### src/rtl/uart_pkg.sv
`default_nettype none
// ============================================================================
// Module   : uart_pkg
// Brief    : Shared state encodings and helpers for the uart_xcvr transceiver.
// Revision : 1.0 - initial release
// ============================================================================
package uart_pkg;

    localparam int c_MAX_DATA_W = 9;

    typedef enum logic [2:0] {
        TX_IDLE   = 3'd0,
        TX_START  = 3'd1,
        TX_DATA   = 3'd2,
        TX_PARITY = 3'd3,
        TX_STOP   = 3'd4
    } tx_state_t;

    typedef enum logic [2:0] {
        RX_IDLE   = 3'd0,
        RX_START  = 3'd1,
        RX_DATA   = 3'd2,
        RX_PARITY = 3'd3,
        RX_STOP   = 3'd4,
        RX_BREAK  = 3'd5
    } rx_state_t;

    // Bit-period counter width; wide enough for a two-stop-bit countdown.
    function automatic int uart_cnt_w(input int clks_per_bit);
        return $clog2(clks_per_bit * 2);
    endfunction

    // Even parity: zero-extension of narrower words leaves the result unchanged.
    function automatic logic uart_parity_bit(input logic [c_MAX_DATA_W-1:0] data);
        return ^data;
    endfunction

endpackage
`default_nettype wire

### src/rtl/uart_rx.sv
`default_nettype none
// ============================================================================
// Module   : uart_rx
// Brief    : UART receiver: two-flop synchroniser, mid-bit sampling FSM,
//            framing/parity error pulses. Parity bit present when
//            UART_PARITY_EN is defined.
// Revision : 1.0 - initial release
// ============================================================================
module uart_rx
    import uart_pkg::*;
#(
    parameter int DATA_W       = 8,
    parameter int CLKS_PER_BIT = 16
) (
    input  logic              clk,
    input  logic              rst,
    input  logic              rx,
    output logic [DATA_W-1:0] rx_data,
    output logic              rx_valid,
    output logic              rx_frame_err,
    output logic              rx_parity_err
);

    localparam int c_CNT_W = uart_cnt_w(CLKS_PER_BIT);
    localparam int c_BIT_W = $clog2(DATA_W);
    localparam logic [c_CNT_W-1:0] c_HALF = c_CNT_W'(CLKS_PER_BIT / 2 - 1);
    localparam logic [c_CNT_W-1:0] c_FULL = c_CNT_W'(CLKS_PER_BIT - 1);
    localparam logic [c_BIT_W-1:0] c_LAST = c_BIT_W'(DATA_W - 1);

    rx_state_t          r_state;
    logic               r_meta;
    logic               r_sync;
    logic [c_CNT_W-1:0] r_cnt;
    logic [c_BIT_W-1:0] r_bit;
    logic [DATA_W-1:0]  r_shift;
    logic [DATA_W-1:0]  r_data;
    logic               r_valid;
    logic               r_ferr;
`ifdef UART_PARITY_EN
    logic               r_par;
    logic               r_perr;
`endif

    always_ff @(posedge clk) begin
        if (rst) begin
            r_state <= RX_IDLE;
            r_meta  <= 1'b1;
            r_sync  <= 1'b1;
            r_cnt   <= '0;
            r_bit   <= '0;
            r_shift <= '0;
            r_data  <= '0;
            r_valid <= 1'b0;
            r_ferr  <= 1'b0;
`ifdef UART_PARITY_EN
            r_par   <= 1'b0;
            r_perr  <= 1'b0;
`endif
        end else begin
            r_meta  <= rx;
            r_sync  <= r_meta;
            r_valid <= 1'b0;
            r_ferr  <= 1'b0;
`ifdef UART_PARITY_EN
            r_perr  <= 1'b0;
`endif
            case (r_state)
                RX_IDLE: begin
                    if (!r_sync) begin
                        r_state <= RX_START;
                        r_cnt   <= c_HALF;
                    end
                end
                RX_START: begin
                    if (r_cnt == '0) begin
                        // A start bit that has gone high by its centre was noise.
                        if (r_sync) begin
                            r_state <= RX_IDLE;
                        end else begin
                            r_state <= RX_DATA;
                            r_cnt   <= c_FULL;
                            r_bit   <= '0;
                        end
                    end else begin
                        r_cnt <= r_cnt - c_CNT_W'(1);
                    end
                end
                RX_DATA: begin
                    if (r_cnt == '0) begin
                        r_shift <= {r_sync, r_shift[DATA_W-1:1]};
                        r_cnt   <= c_FULL;
                        if (r_bit == c_LAST) begin
                            r_bit <= '0;
`ifdef UART_PARITY_EN
                            r_state <= RX_PARITY;
`else
                            r_state <= RX_STOP;
`endif
                        end else begin
                            r_bit <= r_bit + c_BIT_W'(1);
                        end
                    end else begin
                        r_cnt <= r_cnt - c_CNT_W'(1);
                    end
                end
`ifdef UART_PARITY_EN
                RX_PARITY: begin
                    if (r_cnt == '0) begin
                        r_par   <= r_sync;
                        r_cnt   <= c_FULL;
                        r_state <= RX_STOP;
                    end else begin
                        r_cnt <= r_cnt - c_CNT_W'(1);
                    end
                end
`endif
                RX_STOP: begin
                    if (r_cnt == '0) begin
                        if (r_sync) begin
                            r_data  <= r_shift;
                            r_valid <= 1'b1;
`ifdef UART_PARITY_EN
                            r_perr  <= uart_parity_bit(c_MAX_DATA_W'(r_shift)) ^ r_par;
`endif
                            r_state <= RX_IDLE;
                        end else begin
                            r_ferr  <= 1'b1;
                            r_state <= RX_BREAK;
                        end
                    end else begin
                        r_cnt <= r_cnt - c_CNT_W'(1);
                    end
                end
                // Hold off until the line recovers so a break is reported once.
                RX_BREAK: begin
                    if (r_sync) begin
                        r_state <= RX_IDLE;
                    end
                end
                default: r_state <= RX_IDLE;
            endcase
        end
    end

    assign rx_data      = r_data;
    assign rx_valid     = r_valid;
    assign rx_frame_err = r_ferr;
`ifdef UART_PARITY_EN
    assign rx_parity_err = r_perr;
`else
    assign rx_parity_err = 1'b0;
`endif

endmodule
`default_nettype wire

### src/rtl/uart_xcvr.sv
`default_nettype none
// ============================================================================
// Module   : uart_xcvr
// Brief    : Full-duplex UART transceiver, valid/ready transmit, pulsed
//            receive. Define UART_PARITY_EN to add an even parity bit.
// Revision : 1.0 - initial release
// ============================================================================
module uart_xcvr
    import uart_pkg::*;
#(
    parameter int DATA_W       = 8,
    parameter int CLKS_PER_BIT = 16,
    parameter int STOP_BITS    = 1
) (
    input  logic              clk,
    input  logic              rst,
    input  logic [DATA_W-1:0] tx_data,
    input  logic              tx_valid,
    output logic              tx_ready,
    output logic [DATA_W-1:0] rx_data,
    output logic              rx_valid,
    output logic              rx_frame_err,
    output logic              rx_parity_err,
    input  logic              rx,
    output logic              tx
);

    localparam int c_CNT_W = uart_cnt_w(CLKS_PER_BIT);
    localparam int c_BIT_W = $clog2(DATA_W);
    localparam logic [c_CNT_W-1:0] c_FULL = c_CNT_W'(CLKS_PER_BIT - 1);
    localparam logic [c_CNT_W-1:0] c_STOP = c_CNT_W'(STOP_BITS * CLKS_PER_BIT - 1);
    localparam logic [c_BIT_W-1:0] c_LAST = c_BIT_W'(DATA_W - 1);

    tx_state_t          r_tx_state;
    logic [c_CNT_W-1:0] r_tx_cnt;
    logic [c_BIT_W-1:0] r_tx_bit;
    logic [DATA_W-1:0]  r_tx_shift;
    logic               r_tx;
    logic               r_tx_ready;
`ifdef UART_PARITY_EN
    logic               r_tx_par;
`endif

    always_ff @(posedge clk) begin
        if (rst) begin
            r_tx_state <= TX_IDLE;
            r_tx_cnt   <= '0;
            r_tx_bit   <= '0;
            r_tx_shift <= '0;
            r_tx       <= 1'b1;
            r_tx_ready <= 1'b1;
`ifdef UART_PARITY_EN
            r_tx_par   <= 1'b0;
`endif
        end else begin
            case (r_tx_state)
                TX_IDLE: begin
                    if (tx_valid && r_tx_ready) begin
                        r_tx_shift <= tx_data;
`ifdef UART_PARITY_EN
                        r_tx_par   <= uart_parity_bit(c_MAX_DATA_W'(tx_data));
`endif
                        r_tx       <= 1'b0;
                        r_tx_ready <= 1'b0;
                        r_tx_cnt   <= c_FULL;
                        r_tx_state <= TX_START;
                    end
                end
                TX_START: begin
                    if (r_tx_cnt == '0) begin
                        r_tx       <= r_tx_shift[0];
                        r_tx_cnt   <= c_FULL;
                        r_tx_bit   <= '0;
                        r_tx_state <= TX_DATA;
                    end else begin
                        r_tx_cnt <= r_tx_cnt - c_CNT_W'(1);
                    end
                end
                TX_DATA: begin
                    if (r_tx_cnt == '0) begin
                        if (r_tx_bit == c_LAST) begin
                            r_tx_bit <= '0;
`ifdef UART_PARITY_EN
                            r_tx       <= r_tx_par;
                            r_tx_cnt   <= c_FULL;
                            r_tx_state <= TX_PARITY;
`else
                            r_tx       <= 1'b1;
                            r_tx_cnt   <= c_STOP;
                            r_tx_state <= TX_STOP;
`endif
                        end else begin
                            // Shift first, drive the next bit straight from bit 1.
                            r_tx_bit   <= r_tx_bit + c_BIT_W'(1);
                            r_tx_shift <= r_tx_shift >> 1;
                            r_tx       <= r_tx_shift[1];
                            r_tx_cnt   <= c_FULL;
                        end
                    end else begin
                        r_tx_cnt <= r_tx_cnt - c_CNT_W'(1);
                    end
                end
`ifdef UART_PARITY_EN
                TX_PARITY: begin
                    if (r_tx_cnt == '0) begin
                        r_tx       <= 1'b1;
                        r_tx_cnt   <= c_STOP;
                        r_tx_state <= TX_STOP;
                    end else begin
                        r_tx_cnt <= r_tx_cnt - c_CNT_W'(1);
                    end
                end
`endif
                TX_STOP: begin
                    if (r_tx_cnt == '0) begin
                        r_tx_ready <= 1'b1;
                        r_tx_state <= TX_IDLE;
                    end else begin
                        r_tx_cnt <= r_tx_cnt - c_CNT_W'(1);
                    end
                end
                default: begin
                    r_tx       <= 1'b1;
                    r_tx_ready <= 1'b1;
                    r_tx_state <= TX_IDLE;
                end
            endcase
        end
    end

    assign tx       = r_tx;
    assign tx_ready = r_tx_ready;

    uart_rx #(
        .DATA_W       (DATA_W),
        .CLKS_PER_BIT (CLKS_PER_BIT)
    ) u_rx (
        .clk           (clk),
        .rst           (rst),
        .rx            (rx),
        .rx_data       (rx_data),
        .rx_valid      (rx_valid),
        .rx_frame_err  (rx_frame_err),
        .rx_parity_err (rx_parity_err)
    );

endmodule
`default_nettype wire
### config.mk
export PLATFORM = sky130hd
export DESIGN_NAME = uart_xcvr
export DESIGN_NICKNAME = d
export VERILOG_FILES = /design/src/rtl/uart_pkg.sv /design/src/rtl/uart_rx.sv /design/src/rtl/uart_xcvr.sv
export SDC_FILE = /design/constraint.sdc
export NUM_CORES = 1
export LEC_CHECK = 0
export ABC_CLOCK_PERIOD_IN_PS = 6300
export CORE_ASPECT_RATIO = 1.4
export CORE_MARGIN = 2
export CORE_UTILIZATION = 30
export CTS_BUF_LIST = sky130_fd_sc_hd__clkbuf_4
export CTS_CLUSTER_SIZE = 10
export DETAILED_ROUTE_END_ITERATION = 10
export GPL_ROUTABILITY_DRIVEN = 0
export REMOVE_ABC_BUFFERS = 1
export SYNTH_ARGS = -nofsm -noshare
export SYNTH_HDL_FRONTEND = slang
export SYNTH_HIERARCHICAL = 1
export SYNTH_SLANG_ARGS = --single-unit
### constraint.sdc
create_clock -name clk -period 6.3 [get_ports clk]
set_clock_uncertainty 0.05 [all_clocks]
set_input_delay 1.26 -clock clk [delete_from_list [all_inputs] [get_ports clk]]
set_output_delay 1.26 -clock clk [all_outputs]
set_load 0.01 [all_outputs]
==> results summary <==
The flow ran to the end, and the final reports show no timing, DRC or antenna violations. The number of nets in the final layout came out at 317. The clock reaches the later pin of the worst-skew pair after 0.39 ns. In this design, the largest share of critical-path delay is due to simple AND/OR/NAND/NOR gates. The post-layout minimum cycle time came out at 3.004 ns. Global routing used 2.170% of the available met3 tracks. The power density over the cells is 277.2 nW/µm². The core occupancy in the finished layout is 34.98%. In this run the worst hold path is classified as reg -> reg.

The top flip-flop cell by instance count after synthesis is sky130_fd_sc_hd__dfxtp_1. The floorplan die width came out at 81.61 µm. The critical path is of the in -> reg type. STA puts the critical path data required time at 6.50 ns. The maximum clock frequency came out at 332.9 MHz. The worst register-to-register path ends at u_rx/rx_data[2].

For this run, the slowest stage of the critical path takes 0.81 ns. In this run the register-to-register setup slack is 3.75 ns. The busiest layer in global routing is met2. After synthesis, the cell types taking the most area are sky130_fd_sc_hd__dfxtp_1 (41%), sky130_fd_sc_hd__mux2i_1 (6.7%), sky130_fd_sc_hd__nor2_1 (4.9%). The combinational fraction of design power came out at 27.9%.

The relative max-transition margin came out at 31.85%. The antenna violation net count after detailed routing came out at 0. The fraction of final layout cells with drive strength greater than 1 is 9.396%. TritonCTS built the clock tree. The post-detailed-route via-to-cell ratio came out at 5.218. CTS saw 52 sinks. STA classifies the critical path endpoint as a register. The average cell area after synthesis came out at 8.846 µm². The total congestion overflow came out at 0.

For hold timing, the worst endpoint is u_rx/r_sync. Once placement completed, the tool counted placed cells totaling 392. The slowest stage of the critical path belongs to the cell sky130_fd_sc_hd__nor3_1. The warning count from the yosys run came out at 6.

The total buffers and inverters traversed by the critical path came out at 1. The max-slew violation total from the final report came out at 0. The summed instance area of the synthesized netlist is 2530 µm². The total negative setup slack came out at 0 ns.

STA puts the critical path data arrival time at 3.20 ns. The global routing usage on met2 is 19.45%. The kind of start point of the critical path is an input pin.

The number of distinct standard cells referenced by the synthesized netlist came out at 56. Leaving out fill and tap cells, the most frequent cells in the layout are sky130_fd_sc_hd__dfxtp_1 (52), sky130_fd_sc_hd__nor2_1 (33), sky130_fd_sc_hd__nand2_1 (24). The maximum count of clock buffers along a single path came out at 2. The switching power is 0.0002803 W. The number of optimization iterations in the first detailed-route pass came out at 4. The portion of synthesized cell area occupied by the leading cell type came out at 41.15%. The port buffer count is 23. The met1 track demand over resource in global routing is 15.15%. Net switching is 35.26% of the power. The internal portion of the total power is 0.0005147 W. The logic depth of the worst register-to-register path came out at 6. The number of setup violations in the final report is 0.

The number of global-route vias before repair was 1941. The share of flip-flops with an asynchronous set or reset after synthesis is 0%. Walking the worst path, the cells encountered are clkdlybuf4s50_1 -> a2111oi_2 -> nor3_1 -> and2_1 -> a311oi_1. The count of filler cells inserted in the layout came out at 850. Summed over all nets, the half-perimeter wirelength after detailed placement is 3416 µm. The first-pass GRT wire length came out at 8818 µm. The total of hold buffers inserted after clock tree synthesis came out at 0.

The worst hold path begins at u_rx/r_meta. The total track usage came out at 11.77%. The share of the cycle needed by the critical path after routing came out at 47.68%.

The buffer count from post-CTS setup fixing is 0. The clock-pin slew reported for the worst setup and hold paths after clock tree synthesis is 0.15 ns. The maximum fanout encountered on the critical timing path is 10. The instance count along the most critical hold path is 1. In this run, the clock network consumes 20.6% of the power.

The CTS buffer count came out at 5. The number of vias after detailed routing is 2087. The core box area came out at 8198 µm². The library cell used most frequently in the layout, excluding fill and tap cells, is sky130_fd_sc_hd__dfxtp_1. The number of cell rows came out at 39.

The die span in y is 112.7 µm. For this run, design rule violations remaining after detail routing come to 0. The effective utilization at floorplan is 30.86%.

For this run, the number of standard cells in the final layout without fillers is 400. The leakage component of the power is 1.098 nW. The total routed wirelength came out at 5126 µm. The number of flops mapped to enable cells by yosys is 0.

The routed wire length per instance is 12.82 µm. The diode insertion count for antenna repair came out at 0. The sequential cell area fraction in the yosys report is 41.15%. After the first detailed-routing iteration, the DRC count stood at 128. The final-report hold violation count came out at 0. The count of maximum capacitance violations is 0. In this run the critical register-to-register path is launched from u_rx/r_cnt[0].

The total number of H-tree levels is 2. The area growth from synthesis to layout is 13.35%. Post-CTS repair changed the size of 0 cells. The instance count of the mapped netlist came out at 286. The synthesized design contains 52 register bits. Tracing the worst setup path back leads to its startpoint at tx_valid.

The highest ir drop seen on vdd came out at 0.1746 mV. Setup repair after global routing left no endpoint under its margin. In this run, flip-flops and latches consume 51.5% of the power. The initial antenna violation count is 0. Pin placement for this block handled 25 I/O pins.

The tree is rooted in a sky130_fd_sc_hd__clkbuf_4. The area enclosed by the die boundary came out at 9194 µm². sky130_fd_sc_hd__dfxtp_1 takes more of the synthesized area than any other cell. The worst-margin pin slew came out at 1.015 ns. The pin count of the biggest net entering global routing came out at 55.
==> layout make-up <==
class / instances / area, µm² / share of cell area [%]
Multi-Input combinational cell: 201 / 1349 / 47.03
Sequential cell: 52 / 1041 / 36.30
Timing Repair Buffer: 25 / 240.2 / 8.377
Tap cell: 102 / 127.6 / 4.450
Inverter: 12 / 45.04 / 1.571
Clock buffer: 5 / 37.54 / 1.309
Clock inverter: 3 / 27.53 / 0.9599
==> state kept, by name, indices dropped and copies added, names as in the netlist <==
register           cells
tx_ready               1
r_tx_shift             8
u_rx/rx_data           8
u_rx/rx_valid          1
u_rx/rx_frame_err      1
u_rx/r_state           3
r_tx_bit               3
u_rx/r_sync            1
u_rx/r_shift           8
u_rx/r_bit             3
u_rx/r_meta            1
tx                     1
r_tx_cnt               5
r_tx_state             3
u_rx/r_cnt             5
==> cell usage after synthesis (5+ instances only) <==
library cell and count:
sky130_fd_sc_hd__a21oi_1 19, sky130_fd_sc_hd__dfxtp_1 52, sky130_fd_sc_hd__nor3_1 10, sky130_fd_sc_hd__clkbuf_1 11
sky130_fd_sc_hd__nor2_1 33, sky130_fd_sc_hd__a311oi_1 8, sky130_fd_sc_hd__a211oi_1 5, sky130_fd_sc_hd__buf_2 7
sky130_fd_sc_hd__ha_1 8, sky130_fd_sc_hd__inv_1 12, sky130_fd_sc_hd__nand2_1 24, sky130_fd_sc_hd__mux2i_1 17
==> stage by stage <==
stage | hold WS [ns] | power (W) | setup slack (ns) | cell area, µm²
4_1_cts | 0.3848 | 0.0008045 | 3.348 | 2868
6_report | 0.3796 | 0.0007950 | 3.296 | 2868
5_1_grt | 0.4017 | 0.0008491 | 3.192 | 2868
2_1_floorplan | 0.3395 | 0.0005663 | 3.791 | 2435
3_3_place_gp | 0.3504 | 0.0006310 | 2.978 | 2803
3_5_place_dp | 0.3490 | 0.0006370 | 2.937 | 2803
==> worst max path at each step <==
| stage | endpoint | slack [ns] | cells after the start |
|---|---|---|---|
| 6_report | r_tx_shift[5] | 3.30 | 5 |
| 3_5_place_dp | r_tx_shift[0] | 2.94 | 5 |
| 5_1_grt | r_tx_shift[0] | 3.19 | 5 |
| 4_1_cts | r_tx_shift[5] | 3.35 | 5 |
| 2_1_floorplan | r_tx_shift[0] | 3.79 | 4 |
| 3_3_place_gp | r_tx_shift[0] | 2.98 | 5 |
==> kinds of logic (layout without fill, tap and decap cells) <==
| logic type | Yosys count | in the layout | synth area share, % |
|---|---|---|---|
| xor gates and xnor gates | 3 | 3 | 1.039 |
| buffers and inverters | 33 | 45 | 5.539 |
| muxes | 17 | 17 | 6.726 |
| other | 1 | 1 | 0.1482 |
| adders and majority gates | 8 | 8 | 3.957 |
| DFF | 52 | 52 | 41.15 |
| AOI/OAI and AO/OA | 70 | 70 | 20.67 |
| and+or+nand+nor | 102 | 102 | 20.77 |
==> power by group through the flow <==
| stage | Sequential (W) | Combinational, W | Clock [W] |
|---|---|---|---|
| 2_1_floorplan | 0.000407 | 0.000159 | 0 |
| 3_3_place_gp | 0.000414 | 0.000217 | 0 |
| 3_5_place_dp | 0.000415 | 0.000222 | 0 |
| 4_1_cts | 0.000408 | 0.000223 | 0.000173 |
| 5_1_grt | 0.000416 | 0.000249 | 0.000184 |
| 6_report | 0.000409 | 0.000222 | 0.000164 |
==> layer usage <==
metal	vias up	share of wire (%)
li1	1054	-
met1	1005	47
met2	22	50
met3	6	2.1
met4	0	1.1
met5	-	0
Power figures use the tool's default switching activity.
